`config.mk`:
```
export PLATFORM = sky130hd
export DESIGN_NAME = ppm_modulator
export DESIGN_NICKNAME = d
export VERILOG_FILES = /design/src/rtl/ppm_pkg.sv /design/src/rtl/ppm_slot_timer.sv /design/src/rtl/ppm_modulator.sv
export SDC_FILE = /design/constraint.sdc
export NUM_CORES = 1
export LEC_CHECK = 0
export BUFFER_PORTS_ARGS = -buffer_cell sky130_fd_sc_hd__buf_4
export CAP_MARGIN = 40
export CORE_UTILIZATION = 50
export CTS_BUF_LIST = sky130_fd_sc_hd__clkbuf_8
export DETAILED_ROUTE_END_ITERATION = 10
export PLACE_DENSITY = 0.77
export SYNTH_ARGS = -nofsm -noshare
export SYNTH_HDL_FRONTEND = slang
export SYNTH_SLANG_ARGS = --single-unit
```
`constraint.sdc`:
```
create_clock -name clk -period 2.7 [get_ports clk]
set_input_delay 0.135 -clock clk [delete_from_list [all_inputs] [get_ports clk]]
set_output_delay 0.135 -clock clk [all_outputs]
set_load 0.02 [all_outputs]
```
`src/rtl/ppm_pkg.sv`:
```
// Shared types and constants for the PPM modulator.
package ppm_pkg;

  typedef enum logic [1:0] {
    ST_IDLE  = 2'd0,
    ST_FRAME = 2'd1,
    ST_GUARD = 2'd2
  } state_t;

  localparam logic MODE_PPM  = 1'b0;
  localparam logic MODE_DPPM = 1'b1;

  localparam int unsigned GUARD_W = 4;

  // Counter width for a modulus of n, never narrower than one bit.
  function automatic int unsigned cnt_width(input int unsigned n);
    return (n <= 1) ? 1 : $clog2(n);
  endfunction

endpackage

```
`src/rtl/ppm_slot_timer.sv`:
```
// Cycle-within-slot counter; flags the last cycle of every slot.
module ppm_slot_timer
  import ppm_pkg::*;
#(
  parameter int unsigned SLOT_CYC = 4
) (
  input  logic clk,
  input  logic rst_n,
  input  logic ena,
  input  logic clear,
  output logic slot_last
);

  localparam int unsigned          CYC_W    = cnt_width(SLOT_CYC);
  localparam logic [CYC_W-1:0]     CYC_LAST = CYC_W'(SLOT_CYC - 1);

  logic [CYC_W-1:0] cyc_q;

  // Count 0..SLOT_CYC-1 while enabled; clear holds the count at zero.
  always_ff @(posedge clk) begin
    if (!rst_n) begin
      cyc_q <= '0;
    end else if (ena) begin
      if (clear || (cyc_q == CYC_LAST)) begin
        cyc_q <= '0;
      end else begin
        cyc_q <= cyc_q + CYC_W'(1);
      end
    end
  end

  assign slot_last = (cyc_q == CYC_LAST);

endmodule

```
`src/rtl/ppm_modulator.sv`:
```
// Pulse-position modulator with fixed-frame PPM and differential PPM modes.
module ppm_modulator
  import ppm_pkg::*;
#(
  parameter int unsigned SYM_W       = 3,
  parameter int unsigned SLOT_CYC    = 4,
  parameter int unsigned GUARD_SLOTS = 1
) (
  input  logic             clk,
  input  logic             rst_n,
  input  logic             ena,
  input  logic [SYM_W-1:0] sym_data,
  input  logic             sym_valid,
  output logic             sym_ready,
  input  logic             mode,
  output logic             ppm_out,
  output logic             frame_start,
  output logic             busy
);

  localparam logic [SYM_W-1:0]   SLOT_MAX   = SYM_W'((1 << SYM_W) - 1);
  localparam logic [GUARD_W-1:0] GUARD_LAST = (GUARD_SLOTS == 0) ? '0 : GUARD_W'(GUARD_SLOTS - 1);
  localparam bit                 HAS_GUARD  = (GUARD_SLOTS != 0);

  state_t             state_q, state_d;
  logic [SYM_W-1:0]   slot_q, slot_d;
  logic [GUARD_W-1:0] guard_q, guard_d;
  logic [SYM_W-1:0]   sym_q, sym_d;
  logic               mode_q, mode_d;
  logic               pulse_q, pulse_d;
  logic               start_q, start_d;
  logic               busy_q, busy_d;

  logic               slot_last;
  logic [SYM_W-1:0]   end_slot;
  logic               frame_last;
  logic               guard_last;
  logic               last_cycle;
  logic               ready_c;
  logic               accept;

  // Slot timing runs only while a frame or guard interval is active.
  ppm_slot_timer #(
    .SLOT_CYC (SLOT_CYC)
  ) u_slot_timer (
    .clk       (clk),
    .rst_n     (rst_n),
    .ena       (ena),
    .clear     (state_q == ST_IDLE),
    .slot_last (slot_last)
  );

  // DPPM frames stop at the pulse slot; PPM frames always run every slot.
  assign end_slot   = (mode_q == MODE_DPPM) ? sym_q : SLOT_MAX;
  assign frame_last = (state_q == ST_FRAME) && (slot_q == end_slot) && slot_last;
  assign guard_last = (state_q == ST_GUARD) && (guard_q == GUARD_LAST) && slot_last;
  assign last_cycle = HAS_GUARD ? guard_last : frame_last;
  assign ready_c    = ena && rst_n && ((state_q == ST_IDLE) || last_cycle);
  assign accept     = sym_valid && ready_c;

  // Next-state and registered-output decode; everything holds when ena is low.
  always_comb begin
    state_d = state_q;
    slot_d  = slot_q;
    guard_d = guard_q;
    sym_d   = sym_q;
    mode_d  = mode_q;
    start_d = start_q;
    if (ena) begin
      start_d = 1'b0;
      if (accept) begin
        state_d = ST_FRAME;
        slot_d  = '0;
        guard_d = '0;
        sym_d   = sym_data;
        mode_d  = mode;
        start_d = 1'b1;
      end else begin
        case (state_q)
          ST_IDLE: begin
            slot_d  = '0;
            guard_d = '0;
          end
          ST_FRAME: begin
            if (slot_last) begin
              if (slot_q == end_slot) begin
                slot_d  = '0;
                guard_d = '0;
                state_d = HAS_GUARD ? ST_GUARD : ST_IDLE;
              end else begin
                slot_d = slot_q + SYM_W'(1);
              end
            end
          end
          ST_GUARD: begin
            if (slot_last) begin
              if (guard_q == GUARD_LAST) begin
                guard_d = '0;
                state_d = ST_IDLE;
              end else begin
                guard_d = guard_q + GUARD_W'(1);
              end
            end
          end
          default: begin
            state_d = ST_IDLE;
          end
        endcase
      end
    end
    pulse_d = (state_d == ST_FRAME) && (slot_d == sym_d);
    busy_d  = (state_d != ST_IDLE);
  end

  // State, counters, symbol latch and output registers.
  always_ff @(posedge clk) begin
    if (!rst_n) begin
      state_q <= ST_IDLE;
      slot_q  <= '0;
      guard_q <= '0;
      sym_q   <= '0;
      mode_q  <= MODE_PPM;
      pulse_q <= 1'b0;
      start_q <= 1'b0;
      busy_q  <= 1'b0;
    end else begin
      state_q <= state_d;
      slot_q  <= slot_d;
      guard_q <= guard_d;
      sym_q   <= sym_d;
      mode_q  <= mode_d;
      pulse_q <= pulse_d;
      start_q <= start_d;
      busy_q  <= busy_d;
    end
  end

  assign ppm_out     = pulse_q && ena;
  assign frame_start = start_q && ena;
  assign busy        = busy_q;
  assign sym_ready   = ready_c;

endmodule
```
### Yosys cells after proc, flatten, opt, wreduce, memory -nomap -nowiden

Index checks and enable logic that the tools add are counted.

| cells by class | value |
|---|---|
| reduce and logical (&&, ||, !) cells | 16 |
| mux-type cells | 23 |
| add/subtract/negate cells | 3 |
| equality and inequality tests | 9 |

Operator list:

| kind | number |
|---|---|
| $mux 3 | 7 |
| $mux 4 | 5 |
| $mux 2 | 7 |
| $pmux 4 s3 | 1 |
| $logic_and 1x1->1 | 8 |
| $eq 3x3->1 | 2 |
| $ne 3x3->1 const B | 2 |
| $pmux 2 s3 | 1 |
| $pmux 3 s2 | 1 |
| $reduce_and 5->1 | 1 |
| $add 4x1->4 const B | 1 |
| $eq 2x1->1 const B | 2 |
| $eq 2x2->1 const B | 2 |
| $logic_not 4->1 | 1 |
| $reduce_bool 4->1 | 1 |
| $add 3x1->3 const B | 1 |
| $ne 3x2->1 const B | 1 |
| $add 2x1->2 const B | 1 |
| $logic_not 2->1 | 1 |
| $logic_or 1x1->1 | 2 |
| $reduce_and 2->1 | 1 |
| $reduce_bool 2->1 | 1 |
| $mux 1 | 1 |

| storage, ports and cells | value |
|---|---|
| input bits | 8 |
| register bits after elaboration | 18 |
| logic and storage cells | 60 |
| output and inout port bits | 4 |

### Logic depth before layout (Yosys ltp)

Gate-level depths: netlist of the first run.

| logic depth | value |
|---|---|
| word-level depth | 10 |
| mapped depth | 8 |
| mapped depth without buffers | 8 |

### Cells and area by module

A second synthesis of the first run with hierarchy kept.

| second synthesis, totals | value |
|---|---|
| cell total of the unflattened synthesis | 149 |
| area total of the unflattened synthesis | 1,262.5 µm² |

Modules (own cells, without submodules):

| module | seq. area each (µm²) | instances | area each (µm²) | cells each |
|---|---|---|---|---|
| ppm_modulator | 320.3 | 1 | 1,154.9 | 140 |
| ppm_slot_timer | 40.0 | 1 | 107.6 | 9 |

### Least setup slack after synthesis of the first run

Ideal clock, no wire load.

| timing path | value |
|---|---|
| kind | reg2reg |
| start point | reg u_slot_timer.cyc_q[0] |
| end point | reg pulse_q |
| required time | 2.622 ns |
| stages on the path, launching flop included | 8 |
| arrival time | 1.878 ns |
| path buffers | 1 |
| library setup time | 0.078 ns |
| path slack | 0.744 ns |
| cells stage by stage | dfxtp_1 ha_1 buf_6 nand4bb_4 a21oi_4 mux2_1 a2111o_1 nor3_1 |

| between the ends | value |
|---|---|
| word-level cells in the longest chain between the ends | 9 |
| elaborated cells on any way between the ends | 19 |
| those cells by class | 3 x eq/ne; 11 x mux; 5 x reduce/logical |

Ends and longest elaborated chain:

| what | line | RTL |
|---|---|---|
| start: declaration | ppm_slot_timer.sv:17 | `logic [CYC_W-1:0] cyc_q;` |
| start signal: assignment | ppm_slot_timer.sv:27 | `cyc_q <= cyc_q + CYC_W'(1);` |
| $eq 2x2->1 * | ppm_slot_timer.sv:32 | `assign slot_last = (cyc_q == CYC_LAST);` |
| branches (longest 7 deep; another with $mux 3) | n/a |  |
| $logic_and 1x1->1 * | ppm_modulator.sv:111 | `pulse_d = (state_d == ST_FRAME) && (slot_d == sym_d);` |
| end signal: assignment | ppm_modulator.sv:132 | `pulse_q <= pulse_d;` |
| end: declaration | ppm_modulator.sv:30 | `logic pulse_q, pulse_d;` |

Mark *: on every way between the ends.
A chain may end at the register's enable or synchronous reset.

### Worst setup path in the final report of the first run

Same ends and word-level chain as after synthesis.

==> impl_metrics.yaml, run 1 <==
status:
  status: "completed"
route:
  drt_iter0_drc: 17
  drcViolationCount: 0
  dr.pass1.iters: 4
  routed_via_density: 5.89
  ant_nets: 0
  wl_um: 2610
  via_count: 1019
  routedWlPerCell_um: 15.1
setup_path:
  worstReg2RegStart: "u_slot_timer.cyc_q[0]"
  crit_type: "reg -> reg"
  critPathMaxFanout: 10
  critPathCaptureType: "flip-flop"
  worstPathArrival_ps: 2420
  crit_required_ps: 2830
  rr_worst_depth: 7
  reg2reg_to: "pulse_q"
  rrSetupSlack_ps: 400
  start_kind: "flip-flop"
timing:
  rsz0062_at_grt: "false"
  clock.fmax_mhz: 436
  layout_min_cycle_time_ps: 2300
  timing.final.crit_share: 0.850
  fin_ws_ps: 404
  whs_ps: 142
  finClkSkew_ps: 2.60
  slew_viol_final: 0
  finalSetupTns_ps: 0
  tightest_slew_ps: 514
  hold_viol_final: 0
  setup_viol: 0
  slew-limit-headroom: 0.653
synth:
  synthCells: 139
  async_flop_share: 0
  synth-simple-area-share: 0.289
  syn_avg_cell_area_um2: 8.62
  synth_fa_ha_area_frac: 0.0418
  synth_top_family_by_area: "simple AND/OR/NAND/NOR gates"
  synth_edf_count: 0
  postSynthNetCount: 151
  yosysTopAreaCellShare: 0.301
  yosys_register_bits: 18
  synth_mux_area_frac: 0.0511
  ys_types: 50
  synth-compound-area-share: 0.206
  yosys_warnings: 0
  ys_top_cells_by_area: "dfxtp_1, nor2_1, and2_1, ha_1, mux2i_1"
  post-synth-top-area-cell: "dfxtp_1"
  synth_xor_xnor_area_share: 0.0355
  ys_seq_area_frac: 0.301
  synth_area_um2: 1200
  synth_ff_type: "dfxtp_1"
finish:
  finalNonFillerCells: 173
  layout_common_cells: "dfxtp_1, nor2_1, buf_4"
  fin_util: 0.580
  drive_gt1_frac: 0.159
  num-fill-cells: 221
  nets: 159
  final_cell_area_um2: 1300
  area_growth_pct: 8.14
  n_antenna_cell: 0
  final_common_cell: "dfxtp_1"
placed_design:
  gp_congestion: 0.899
  placed_area_um2: 1250
  place_ws_ps: 449
  hpwl_um: 1900
  dp_cells: 170
  port_buffers: 11
die:
  floorplan.initialDensity: 0.537
  die_w_um: 51.0
  dieArea_um2: 2600
  io-pin-count: 12
  std_cell_rows: 17
  die_h_um: 51.0
  core_area_um2: 2230
global_routing:
  gr-usage-all-layers: 0.230
  gr-usage-met2: 0.384
  grt-ovfl-total: 0
  first_global_vias: 1028
  use_met1: 0.286
  grt_util_met3: 0.0268
  grt_busiest_layer: "met2"
  grt_pass1_wl_um: 4490
  grt_max_degree: 17
  antenna_found_initial: 0
power_and_ir_drop:
  intPower_mw: 0.404
  swShare: 0.245
  finalPower_mw: 0.535
  power.share.clock: 0.337
  p_sw_mw: 0.131
  ir_worst_vdd_uv: 269
  comb_power_share: 0.133
  powerDensity_nw_per_um2: 413
  p_leak_nw: 0.492
  p_seq_frac: 0.530
clocking:
  max-clock-path-buffers: 2
  clock_sinks: 18
  cts_setup_buffers: 0
  clkTransAtPathRegs_ps: 70
  ctsResizeCount: 0
  cts_tree: "done"
  root_buffer: "clkbuf_8"
  clk_latency_ps: 240
  cts_hold_buffers: 0
  cts_buffers: 3
  h-tree-depth: 1
min_path:
  holdPathStages: 3
  min_path_type: "in -> reg"
  worstHoldStart: "mode"
  worstHoldEndpoint: "mode_q"
run:
  drv_cap: 0
## cells in the mapped netlist, types with 2 or more instances
master    number
nand3_1        2
and2_1         8
nor2b_1        4
mux2i_1        5
nor3b_2        2
buf_6          4
ha_1           4
inv_1          7
o21ai_0        6
nor3_1         3
a32oi_1        2
a21oi_1        9
a211oi_1       3
dfxtp_1       18
xnor2_1        2
nand2_1        8
o21a_1         2
nor2_1        16
clkbuf_1       3
## critical path: stages, from the launching register on
cell	delay, ps
dfxtp_1	360
ha_1	390
nand4bb_4	180
a21oi_4	350
mux2i_1	390
or2b_1	270
o2bb2ai_1	160
nor3_1	70
## cells by family after synthesis
group	count (synthesis)
buffers and inverters	16
muxes	6
DFF	18
xor gates and xnor gates	4
adders and majority gates	4
and+or+nand+nor	57
AOI/OAI and AO/OA	34
## area by class of cell
cell class | instances | area, um^2 | area share
multi-input combinational | 105 | 747 | 0.576
inverter | 8 | 30.0 | 0.0232
timing repair buffer | 11 | 82.6 | 0.0637
tap | 28 | 35.0 | 0.0270
clock buffer | 3 | 41.3 | 0.0319
sequential | 18 | 360 | 0.278
## power by group through the flow
stage	logic, mW	registers (mW)	clock network [mW]
2_1_floorplan	0.0518	0.285	0
3_3_place_gp	0.0684	0.289	0
3_5_place_dp	0.0703	0.289	0
4_1_cts	0.0708	0.283	0.187
5_1_grt	0.0781	0.284	0.202
6_report	0.0711	0.284	0.181
## worst max path at each step
stage	startpoint	endpoint	slack (ps)	cells past startpoint
2_1_floorplan	u_slot_timer.cyc_q[0]	pulse_q	740	7
3_3_place_gp	u_slot_timer.cyc_q[0]	pulse_q	540	6
3_5_place_dp	u_slot_timer.cyc_q[0]	pulse_q	450	7
4_1_cts	u_slot_timer.cyc_q[0]	pulse_q	420	6
5_1_grt	u_slot_timer.cyc_q[0]	pulse_q	300	7
6_report	u_slot_timer.cyc_q[0]	pulse_q	400	7
## sequential cells by signal, indices dropped and copies added (netlist names)
register / flops
pulse_q: 1
guard_q: 4
sym_q: 3
busy: 1
state_q: 2
start_q: 1
u_slot_timer.cyc_q: 2
mode_q: 1
slot_q: 3
## layer usage
metal	wire, um	share of wire	vias to the layer above
li1	-	-	510
met1	1210	0.46	476
met2	1250	0.48	25
met3	71	0.027	8
met4	72	0.028	0
met5	0	0	-
Power figures use the tool's default switching activity.
==> run 2: changes to the inputs <==
GPL_TIMING_DRIVEN = 0   (was unset)
==> run 2 against run 1 <==
  * Global-route usage fell by 2.0 points
  * Setup slack better by 92 ps
  * Sequential power is 2% lower
  * Fmax grew 4.2%
  * Non-clock buffer count rose by 7
  * Clock power is essentially flat
  * Combinational power rose by 7.5%
  * Register-to-register slack gained 90 ps
  * Final cell count rose by 4.0%
  * Largest cell class unchanged
==> impl_metrics.yaml, run 2 (synthesis gave the netlist of run 1 again) <==
status:
  status: "completed"
route:
  routedWlPerCell_um: 13.6
  ant_nets: 0
  dr.pass1.iters: 4
  drcViolationCount: 0
  via_count: 1028
  routed_via_density: 5.71
  wl_um: 2450
  drt_iter0_drc: 25
die:
  die_w_um: 51.0
  std_cell_rows: 17
  die_h_um: 51.0
  io-pin-count: 12
  floorplan.initialDensity: 0.537
  core_area_um2: 2230
  dieArea_um2: 2600
setup_path:
  rrSetupSlack_ps: 500
  crit_required_ps: 2870
  crit_type: "reg -> reg"
  worstPathArrival_ps: 2380
  critPathMaxFanout: 10
  start_kind: "flip-flop"
  critPathCaptureType: "flip-flop"
finish:
  drive_gt1_frac: 0.178
  n_antenna_cell: 0
  multi_input_area_um2: 747
  nets: 166
  area_growth_pct: 12.6
  layout_common_cells: "dfxtp_1, nor2_1, buf_4"
  fin_util: 0.604
  largest_register_ffs: 4
  finalNonFillerCells: 180
  largestRegisters: "guard_q: 4 flops, slot_q: 3 flops, sym_q: 3 flops"
  final_common_cell: "dfxtp_1"
  num-fill-cells: 222
  largest_register: "guard_q"
  seq_area_um2: 360
clocking:
  cts_tree: "done"
  max-clock-path-buffers: 2
  root_buffer: "clkbuf_8"
  cts_buffers: 3
  h-tree-depth: 1
  ctsResizeCount: 0
  clk_latency_ps: 250
  cts_setup_buffers: 0
  clkTransAtPathRegs_ps: 70
  clock_sinks: 18
  cts_hold_buffers: 0
placed_design:
  gp_congestion: 0.808
  dp_cells: 177
  port_buffers: 10
  hpwl_um: 1800
  place_ws_ps: 508
timing:
  hold_viol_final: 0
  fin_ws_ps: 496
  slew-limit-headroom: 0.681
  slew_viol_final: 0
  clock.fmax_mhz: 454
  layout_min_cycle_time_ps: 2200
  setup_viol: 0
  finalSetupTns_ps: 0
  timing.final.crit_share: 0.816
  whs_ps: 125
  finClkSkew_ps: 3.50
  rsz0062_at_grt: "false"
  tightest_slew_ps: 479
power_and_ir_drop:
  powerDensity_nw_per_um2: 399
  ir_worst_vdd_uv: 296
  p_leak_nw: 0.521
min_path:
  min_path_type: "in -> reg"
run:
  drv_cap: 0
global_routing:
  first_global_vias: 961
  grt_pass1_wl_um: 4130
  grt-ovfl-total: 0
  gr-usage-all-layers: 0.210
  antenna_found_initial: 0
  grt_max_degree: 11
[run 2: cell count changes in the layout (fill, tap and decap cells not counted)]
cell,before,now
clkbuf_1,0,3
buf_2,0,1
buf_6,0,4
buf_4,11,10
[run 2: power by group]
part / total (mW) / switching (mW) / internal (mW)
Combinational: 0.0764 / 0.0422 / 0.0342
Clock: 0.183 / 0.0837 / 0.0989
Sequential: 0.279 / 0.00638 / 0.273
[run 2: worst max-delay path, cell delays in order (launching register included)]
cell       delay, ps
dfxtp_1          370
ha_1             180
buf_6            140
nand4bb_4        150
a21oi_4          370
mux2_1           380
a2111o_1         370
nor3_1           180
[run 2: path summary, 6_finish.rpt]
kind	start	to	cells after the start
max	u_slot_timer.cyc_q[0]	pulse_q	7
min	mode	mode_q	3
max reg2reg	u_slot_timer.cyc_q[0]	pulse_q	7
min reg2reg	u_slot_timer.cyc_q[1]	u_slot_timer.cyc_q[1]	2
[run 2: per-stage QoR]
| step | power, mW | area (um^2) |
|---|---|---|
| after floorplan | 0.337 | 1200 |
| after global placement | 0.360 | 1310 |
| after detailed placement | 0.361 | 1310 |
| after CTS | 0.544 | 1350 |
| after global routing | 0.564 | 1350 |
| final | 0.538 | 1350 |
[run 2: metal layers]
layer,vias up,track usage,share of wire
met4,0,0.0787,0.0041
met2,18,0.362,0.50
met1,483,0.264,0.47
li1,525,-,-
met5,-,0,0
met3,2,0.0268,0.027
[run 2: final cells by class]
type | count | share of cell area
clock buffer | 3 | 0.0306
timing repair buffer | 10 | 0.0556
sequential | 18 | 0.267
tap | 28 | 0.0260
multi-input combinational | 105 | 0.553
inverter | 8 | 0.0222
buffer | 8 | 0.0454
==> run 3: changes to the inputs <==
clock period = 2.1 ns   (was 2.7 ns; I/O delays follow)
==> run 3 against run 2 <==
  * Design area increased by 11%
  * Total power increased by 33%
  * Critical endpoint unchanged
  * Critical path type unchanged
  * Wire length increased by 12%
  * Clock skew about the same
==> impl_metrics.yaml, run 3 (synthesis gave the netlist of run 1 again) <==
die:
  floorplan.initialDensity: 0.537
  die_w_um: 51.0
  dieArea_um2: 2600
  die_h_um: 51.0
  core_area_um2: 2230
  io-pin-count: 12
  std_cell_rows: 17
setup_path:
  worstReg2RegStart: "u_slot_timer.cyc_q[0]"
  rrSetupSlack_ps: 30
  rr_worst_depth: 10
  crit_type: "reg -> reg"
  critPathMaxFanout: 8
  reg2reg_to: "pulse_q"
  start_kind: "flip-flop"
  critPathCaptureType: "flip-flop"
  crit_required_ps: 2240
  worstPathArrival_ps: 2210
clocking:
  cts_tree: "done"
  root_buffer: "clkbuf_8"
  cts_buffers: 3
  cts_hold_buffers: 0
  h-tree-depth: 1
  clkTransAtPathRegs_ps: 70
  clock_sinks: 18
  clk_latency_ps: 250
  max-clock-path-buffers: 2
status:
  status: "completed"
power_and_ir_drop:
  finalPower_mw: 0.714
  powerDensity_nw_per_um2: 477
  p_leak_nw: 0.586
  ir_worst_vdd_uv: 382
global_routing:
  grt_pass1_wl_um: 4200
  first_global_vias: 976
  antenna_found_initial: 0
  grt-ovfl-total: 0
  gr-usage-all-layers: 0.215
  grt_max_degree: 11
timing:
  timing.final.crit_share: 0.983
  finClkSkew_ps: 3.54
  setup_viol: 0
  whs_ps: 91.8
  hold_viol_final: 0
  slew-limit-headroom: 0.653
  clock.fmax_mhz: 484
  layout_min_cycle_time_ps: 2070
  slew_viol_final: 0
  tightest_slew_ps: 520
  finalSetupTns_ps: 0
placed_design:
  gp_congestion: 0.808
  port_buffers: 10
  hpwl_um: 1800
finish:
  largestRegisters: "guard_q: 4 flops, slot_q: 3 flops, sym_q: 3 flops"
  fin_util: 0.669
  final_common_cell: "buf_4"
  n_antenna_cell: 0
  largest_register: "guard_q"
  largest_register_ffs: 4
  area_growth_pct: 24.7
  layout_common_cells: "buf_4, nor2_1, dfxtp_1"
  num-fill-cells: 195
  nets: 177
  drive_gt1_frac: 0.294
run:
  drv_cap: 0
min_path:
  min_path_type: "in -> reg"
  worstHoldStart: "mode"
  worstHoldEndpoint: "mode_q"
  holdPathStages: 3
route:
  via_count: 1107
  routedWlPerCell_um: 14.4
  routed_via_density: 5.80
  ant_nets: 0
  dr.pass1.iters: 4
  drcViolationCount: 0
  wl_um: 2750
  drt_iter0_drc: 22
run 3: changes by cell type in the layout (fill, tap and decap cells not counted), sizes merged:
cell,previous run,this run
buf,15,26
run 3: power breakdown:
group	total (mW)	internal (mW)	leakage (nW)	switching [mW]
sequential	0.360	0.351	0.147	0.00846
clock	0.239	0.127	0.0216	0.112
combinational	0.115	0.0546	0.417	0.0607
run 3: worst max-delay path by stage:
| stage | cells after the start | slack (ps) | endpoint | startpoint |
|---|---|---|---|---|
| 2_1_floorplan | 7 | 140 | pulse_q | u_slot_timer.cyc_q[0] |
| 3_3_place_gp | 7 | -70 | pulse_q | u_slot_timer.cyc_q[0] |
| 3_5_place_dp | 7 | -90 | pulse_q | u_slot_timer.cyc_q[0] |
| 4_1_cts | 7 | 9 | pulse_q | u_slot_timer.cyc_q[0] |
| 5_1_grt | 10 | -40 | pulse_q | u_slot_timer.cyc_q[0] |
| 6_report | 10 | 30 | pulse_q | u_slot_timer.cyc_q[0] |
run 3: critical path, cell delays in order (launching register included):
cell	delay, ps
dfxtp_2	330
ha_2	170
buf_6	130
nand4bb_4	150
a21oi_4	240
buf_6	140
buf_6	100
mux2i_4	230
or2b_1	260
o2bb2ai_2	150
nor3_2	60
run 3: area by class of cell:
cell class / count / area (um^2) / area share
Clock buffer: 3 / 41.3 / 0.0276
Tap cell: 28 / 35.0 / 0.0234
Multi-Input combinational cell: 105 / 800 / 0.535
Timing Repair Buffer: 21 / 165 / 0.110
Inverter: 8 / 30.0 / 0.0201
Sequential cell: 18 / 363 / 0.243
Buffer: 8 / 61.3 / 0.0410
run 3: stage by stage:
stage	setup slack (ps)	cells	cell area [um^2]
floorplan	144	139	1200
global placement	-69.1	177	1310
detailed placement	-92.1	177	1310
CTS	9.40	183	1370
global route	-43.3	191	1500
finish	34.7	191	1500
run 3: timing repair:
item                       4_1_cts  5_1_grt
pin swaps                        1        4
buffers inserted                 3        8
gates resized for setup          0       15
setup endpoints to repair        1        1
run 3: routing by layer:
metal,vias up,part of all wire,global-route usage,wire (um)
li1,546,-,-,-
met2,28,0.50,0.375,1380
met4,0,0.0098,0.0694,27
met3,4,0.043,0.0268,117
met5,-,0,0,0
met1,529,0.45,0.270,1230
